**src/rtl/auth_ctrl.sv**
```systemverilog
// Code-lock controller: stores a 4-bit code, checks guesses, and locks out after repeated failures.
// Result pulses appear one cycle after the CHECK state; guesses are accepted only while ARMED.
module auth_ctrl #(
  parameter int MAX_TRIES      = 3,
  parameter int LOCKOUT_CYCLES = 16
) (
  input  logic       clk,
  input  logic       rst,
  input  logic       set_en,
  input  logic [3:0] set_code,
  input  logic       guess_valid,
  input  logic [3:0] guess_code,
  input  logic       relock,
  output logic       guess_ready,
  output logic       matched,
  output logic       unmatched,
  output logic       locked,
  output logic       is_open,
  output logic [1:0] attempts_left
);

  localparam logic [2:0] ST_IDLE    = 3'd0;
  localparam logic [2:0] ST_ARMED   = 3'd1;
  localparam logic [2:0] ST_CHECK   = 3'd2;
  localparam logic [2:0] ST_OPEN    = 3'd3;
  localparam logic [2:0] ST_LOCKOUT = 3'd4;

  localparam logic [2:0] MAX_W   = 3'(MAX_TRIES);
  localparam logic [7:0] LOCK_W  = 8'(LOCKOUT_CYCLES);

  logic [2:0] state_q, state_d;
  logic [3:0] code_q, code_d;
  logic [3:0] guess_q, guess_d;
  logic [1:0] fail_q, fail_d;
  logic [7:0] timer_q, timer_d;
  logic       matched_q, matched_d;
  logic       unmatched_q, unmatched_d;

  logic [2:0] fail_inc;
  logic       code_eq;

  assign fail_inc = {1'b0, fail_q} + 3'd1;
  assign code_eq  = &(~(guess_q ^ code_q));

  always_comb begin
    state_d     = state_q;
    code_d      = code_q;
    guess_d     = guess_q;
    fail_d      = fail_q;
    timer_d     = timer_q;
    matched_d   = 1'b0;
    unmatched_d = 1'b0;
    case (state_q)
      ST_IDLE: begin
        if (set_en) begin
          code_d  = set_code;
          state_d = ST_ARMED;
        end
      end
      ST_ARMED: begin
        if (guess_valid) begin
          guess_d = guess_code;
          state_d = ST_CHECK;
        end
      end
      ST_CHECK: begin
        if (code_eq) begin
          matched_d = 1'b1;
          fail_d    = 2'd0;
          state_d   = ST_OPEN;
        end else begin
          unmatched_d = 1'b1;
          fail_d      = fail_inc[1:0];
          if (fail_inc < MAX_W) begin
            state_d = ST_ARMED;
          end else begin
            timer_d = LOCK_W;
            state_d = ST_LOCKOUT;
          end
        end
      end
      ST_OPEN: begin
        // A new code wins over a plain relock when both arrive together.
        if (set_en) begin
          code_d  = set_code;
          state_d = ST_ARMED;
        end else if (relock) begin
          state_d = ST_ARMED;
        end
      end
      ST_LOCKOUT: begin
        if (timer_q <= 8'd1) begin
          timer_d = 8'd0;
          fail_d  = 2'd0;
          state_d = ST_ARMED;
        end else begin
          timer_d = timer_q - 8'd1;
        end
      end
      default: state_d = ST_IDLE;
    endcase
  end

  always_ff @(posedge clk or posedge rst) begin
    if (rst) begin
      state_q     <= ST_IDLE;
      code_q      <= 4'd0;
      guess_q     <= 4'd0;
      fail_q      <= 2'd0;
      timer_q     <= 8'd0;
      matched_q   <= 1'b0;
      unmatched_q <= 1'b0;
    end else begin
      state_q     <= state_d;
      code_q      <= code_d;
      guess_q     <= guess_d;
      fail_q      <= fail_d;
      timer_q     <= timer_d;
      matched_q   <= matched_d;
      unmatched_q <= unmatched_d;
    end
  end

  // Failure count sits at MAX_TRIES during lockout, so attempts_left reads 0 there.
  assign guess_ready   = (state_q == ST_ARMED);
  assign locked        = (state_q == ST_LOCKOUT);
  assign is_open       = (state_q == ST_OPEN);
  assign matched       = matched_q;
  assign unmatched     = unmatched_q;
  assign attempts_left = MAX_W[1:0] - fail_q;

endmodule

```
**config.mk**
```make
export PLATFORM = sky130hd
export DESIGN_NAME = auth_ctrl
export DESIGN_NICKNAME = d
export VERILOG_FILES = /design/src/rtl/auth_ctrl.sv
export SDC_FILE = /design/constraint.sdc
export NUM_CORES = 1
export LEC_CHECK = 0
export ABC_AREA = 0
export BUFFER_PORTS_ARGS = -buffer_cell sky130_fd_sc_hd__buf_2
export CAP_MARGIN = 20
export CORE_MARGIN = 4
export CORE_UTILIZATION = 45
export DETAILED_ROUTE_END_ITERATION = 8
export PLACE_DENSITY = 0.74
export SLEW_MARGIN = 20
export SYNTH_ARGS = -nofsm -noshare
export SYNTH_HDL_FRONTEND = slang
export SYNTH_SLANG_ARGS = --single-unit
```
**constraint.sdc**
```tcl
create_clock -name clk -period 1.8 [get_ports clk]
set_input_delay 0.18 -clock clk [delete_from_list [all_inputs] [get_ports clk]]
set_output_delay 0.18 -clock clk [all_outputs]
set_load 0.05 [all_outputs]
```
==> parameters.txt <==
Parameter                              Value

Clock tree
  Clock tree from TritonCTS    yes
  # H-tree levels    1
  Number of sinks on the clock net    23
  Clock insertion delay at the later pin of the skew report    approximately 0.31 ns
  Clk slew on worst S/H paths    0.13 ns
  Largest buffer count on any clock path    2
  Root Buffer    clkbuf_4
  TritonCTS Buffers    3

Die
  Die width    slightly above 60 um
  Core region area    2570 um^2
  Vertical die dimension    a little over 60 um
  Full die area    3680 um^2
  Starting density of the core    48.5%
  Number of I/O pins    20
  Std-Cell Rows    18

Timing
  Setup violators final    0
  Post-route setup slack    0.0835 ns
  Portion of the clock cycle consumed by the worst path in the final layout    between 90% and 100%
  Setup repair after global routing missed its margin    no
  Final worst path period need    around 1.7 ns
  Sum Neg Setup Slack    0 ns
  Max-slew headroom    69.4%
  Clock Skew    0.00523 ns
  Achievable clock frequency    583 MHz
  Final Max Tran Viols    0
  Minimum hold slack    0.0865 ns
  Pin slew with the least headroom to its limit    0.456 ns
  Final count of hold timing violations    0

Yosys
  Synth Area in XOR/XNOR    3.51%
  Synth top area cells    dfrtp_1 (46%), mux2_2 (8.1%), ha_1 (4.0%)
  Share of flip-flops with an asynchronous set or reset    100%
  Basic-gate share of the synthesized area counting and, or, nand and nor cells    between 20 and 25%
  Number of warning messages in the yosys log    0
  Combined area of all synthesized cells    1250 um^2
  Synth Area in Compound Gates    14.0%
  Area share of the largest cell type after synthesis    46.2%
  Mean instance size in the synthesized netlist    10.5 um^2
  Post-synth net total    136
  Post-synth EDFFs    0
  #FFs+latches synth    23
  Number of distinct library cell variants in the gate-level netlist after synthesis    40
  Combinational family with the most area after synthesis    simple AND/OR/NAND/NOR gates
  Synthesized instance count    ~120
  Sequential share of the synthesized area    46.2%
  Post-Synth Adder-Cell Area    4.02%
  Flip-flop cell with the highest count after synthesis    dfrtp_1
  Multiplexer share of the synthesized area    8.13%
  Cell accounting for the most synthesized area    dfrtp_1

Drt
  DRT Wirelength    around 2400 um
  Post-DR vias/cell    around 5.6
  Drt wl/cell    13.8 um
  Via count    994
  Number of nets still failing antenna checks after routing    0
  DRC viols    0
  Number of DRC markers after the initial detailed-route iteration    36
  Pre-antenna DRT Iters    4

Place
  Detailed Place HPWL    about 1800 um
  IO buf count    19
  Final weighted congestion in routability-driven placement    0.822
  Area post-placement    1410 um^2
  Pre-CTS setup slack    0.133 ns

Setup path
  Type of the worst setup path    register to output port
  Chain of cells forming the critical path    or3b_4 -> inv_2 -> buf_4
  Worst Setup End Kind    output port
  Worst path arrival time    1.54 ns
  Crit Path Max Fanout    7
  Worst Setup Start Kind    register
  Worst Reg2Reg Path Length in Cells    6
  Maximum cell stage delay along the critical path    0.48 ns
  WP data required    1.62 ns
  Worst path slowest cell    dfrtp_2

Power
  Overall Power    2480 uW
  Power per cell area    1690 nW/um^2
  Leakage dissipation    0.000675 uW
  VDD IR max    0.00113 V

Worst hold path
  Number of cells on the worst hold path    2
  Type of the worst min-delay path    input pin to register

Layout
  Final design instance area without fill    1470 um^2
  Layout cell share with drive strength beyond 1    about 34%
  Fin nets    between 150 and 200
  Diode count    0
  Filler Cell Count    231
  Area delta synth->final    18.3%

Global routing
  Number of global-route vias before repair    around 940
  GRT Util Overall    14.6%
  Total global routing overflow    0
  Global-route wire length before repair    4100 um
  Pin count of the biggest net entering global routing    24
  Initial antenna violation count    0

Job
  Number of maximum-capacitance constraint violations    0

Status
  Outcome    finished clean
==> area by class of cell <==
class	count	area, um^2	share of cell area [%]
Clock inverter	1	5.00	0.340
Inverter	7	26.3	1.78
Tap cell	30	37.5	2.55
Clock buffer	3	22.5	1.53
Timing Repair Buffer	28	168	11.4
Sequential cell	23	578	39.2
Multi-Input combinational cell	86	637	43.2
==> metal layers <==
layer  wire length [um]  part of all wire [%]  up-vias  GRT usage (%)
met5                  0                     0        -              0
met1               1080                    44      474           19.4
met4                 17                  0.69        0           5.26
met2               1220                    50       30           24.1
li1                   -                     -      486              -
met3                133                   5.4        4           2.34
==> metrics by stage <==
stage	cells	util [%]
final	178	57.4
after global routing	178	57.4
after CTS	176	56.8
after detailed placement	170	54.8
after global placement	170	54.8
after floorplan	119	-
==> sequential cells by signal, indices dropped and copies added (netlist names) <==
signal     count
code_q         4
fail_q         2
guess_q        4
matched        1
state_q        3
timer_q        8
unmatched      1
==> worst max-delay path: cells and delay by family (launching register included) <==
family | cells | cell delay, ns
buffers and inverters | 2 | 0.30
DFF | 1 | 0.48
and+or+nand+nor | 1 | 0.44
==> kinds of logic (layout without fill, tap and decap cells) <==
family | count (synthesis) | count (layout)
simple gates | 42 | 42
fa+ha+maj | 4 | 4
xor+xnor | 5 | 5
compound gates | 26 | 26
flops | 23 | 23
buf+inv | 10 | 39
mux | 9 | 9
==> power by group <==
group          total [uW]  internal, uW  switching, uW  leakage [uW]
combinational        1320           542            778      0.000368
clock                 244          83.0            161     0.0000177
sequential            920           725            195      0.000289
total                2480          1350           1130      0.000675
==> cells in the mapped netlist, types with 2 or more instances <==
master / instances
buf_2: 2
o21ai_0: 2
ha_1: 4
nor3_2: 2
o21ai_1: 8
dfrtp_1: 23
inv_1: 6
o32ai_1: 2
xor2_1: 5
nand2_1: 12
nor2b_1: 2
nor3b_1: 3
mux2_2: 9
a21oi_1: 5
nor2_1: 6
nor3_1: 4
==> final timing paths <==
path	from	endpoint	slack, ns
worst min-delay path	set_code[2]	code_q[2]	0.09
max in group asynchronous	rst	state_q[1]	1.15
worst min register to register	code_q[0]	code_q[0]	0.55
min in group asynchronous	rst	code_q[0]	0.42
worst max-delay path	state_q[1]	locked	0.08
worst max register to register	timer_q[0]	timer_q[6]	0.17
==> repair_timing <==
item / in CTS / in global routing
pin swaps: 0 / 1
gates cloned: 0 / 0
buffers inserted: 1 / 2
hold buffers: 1 / 0
gates resized for setup: 3 / 1
endpoints found under the hold margin: 23 / 0
endpoints found under the setup margin: 1 / 1
==> cell usage in the layout, fill, tap and decap left out, types with 2 or more instances in the layout <==
cell type,n
a21oi_1,5
nand2_1,12
o21ai_0,2
nor2b_1,2
nor3_2,2
clkbuf_4,3
nor2_1,6
mux2_2,9
xor2_1,5
dfrtp_2,2
nor3_1,4
buf_2,18
inv_1,6
ha_1,4
o32ai_1,2
o21ai_1,8
buf_4,9
dfrtp_1,21
nor3b_1,2
Note: power is estimated with default switching activity, not from simulation.
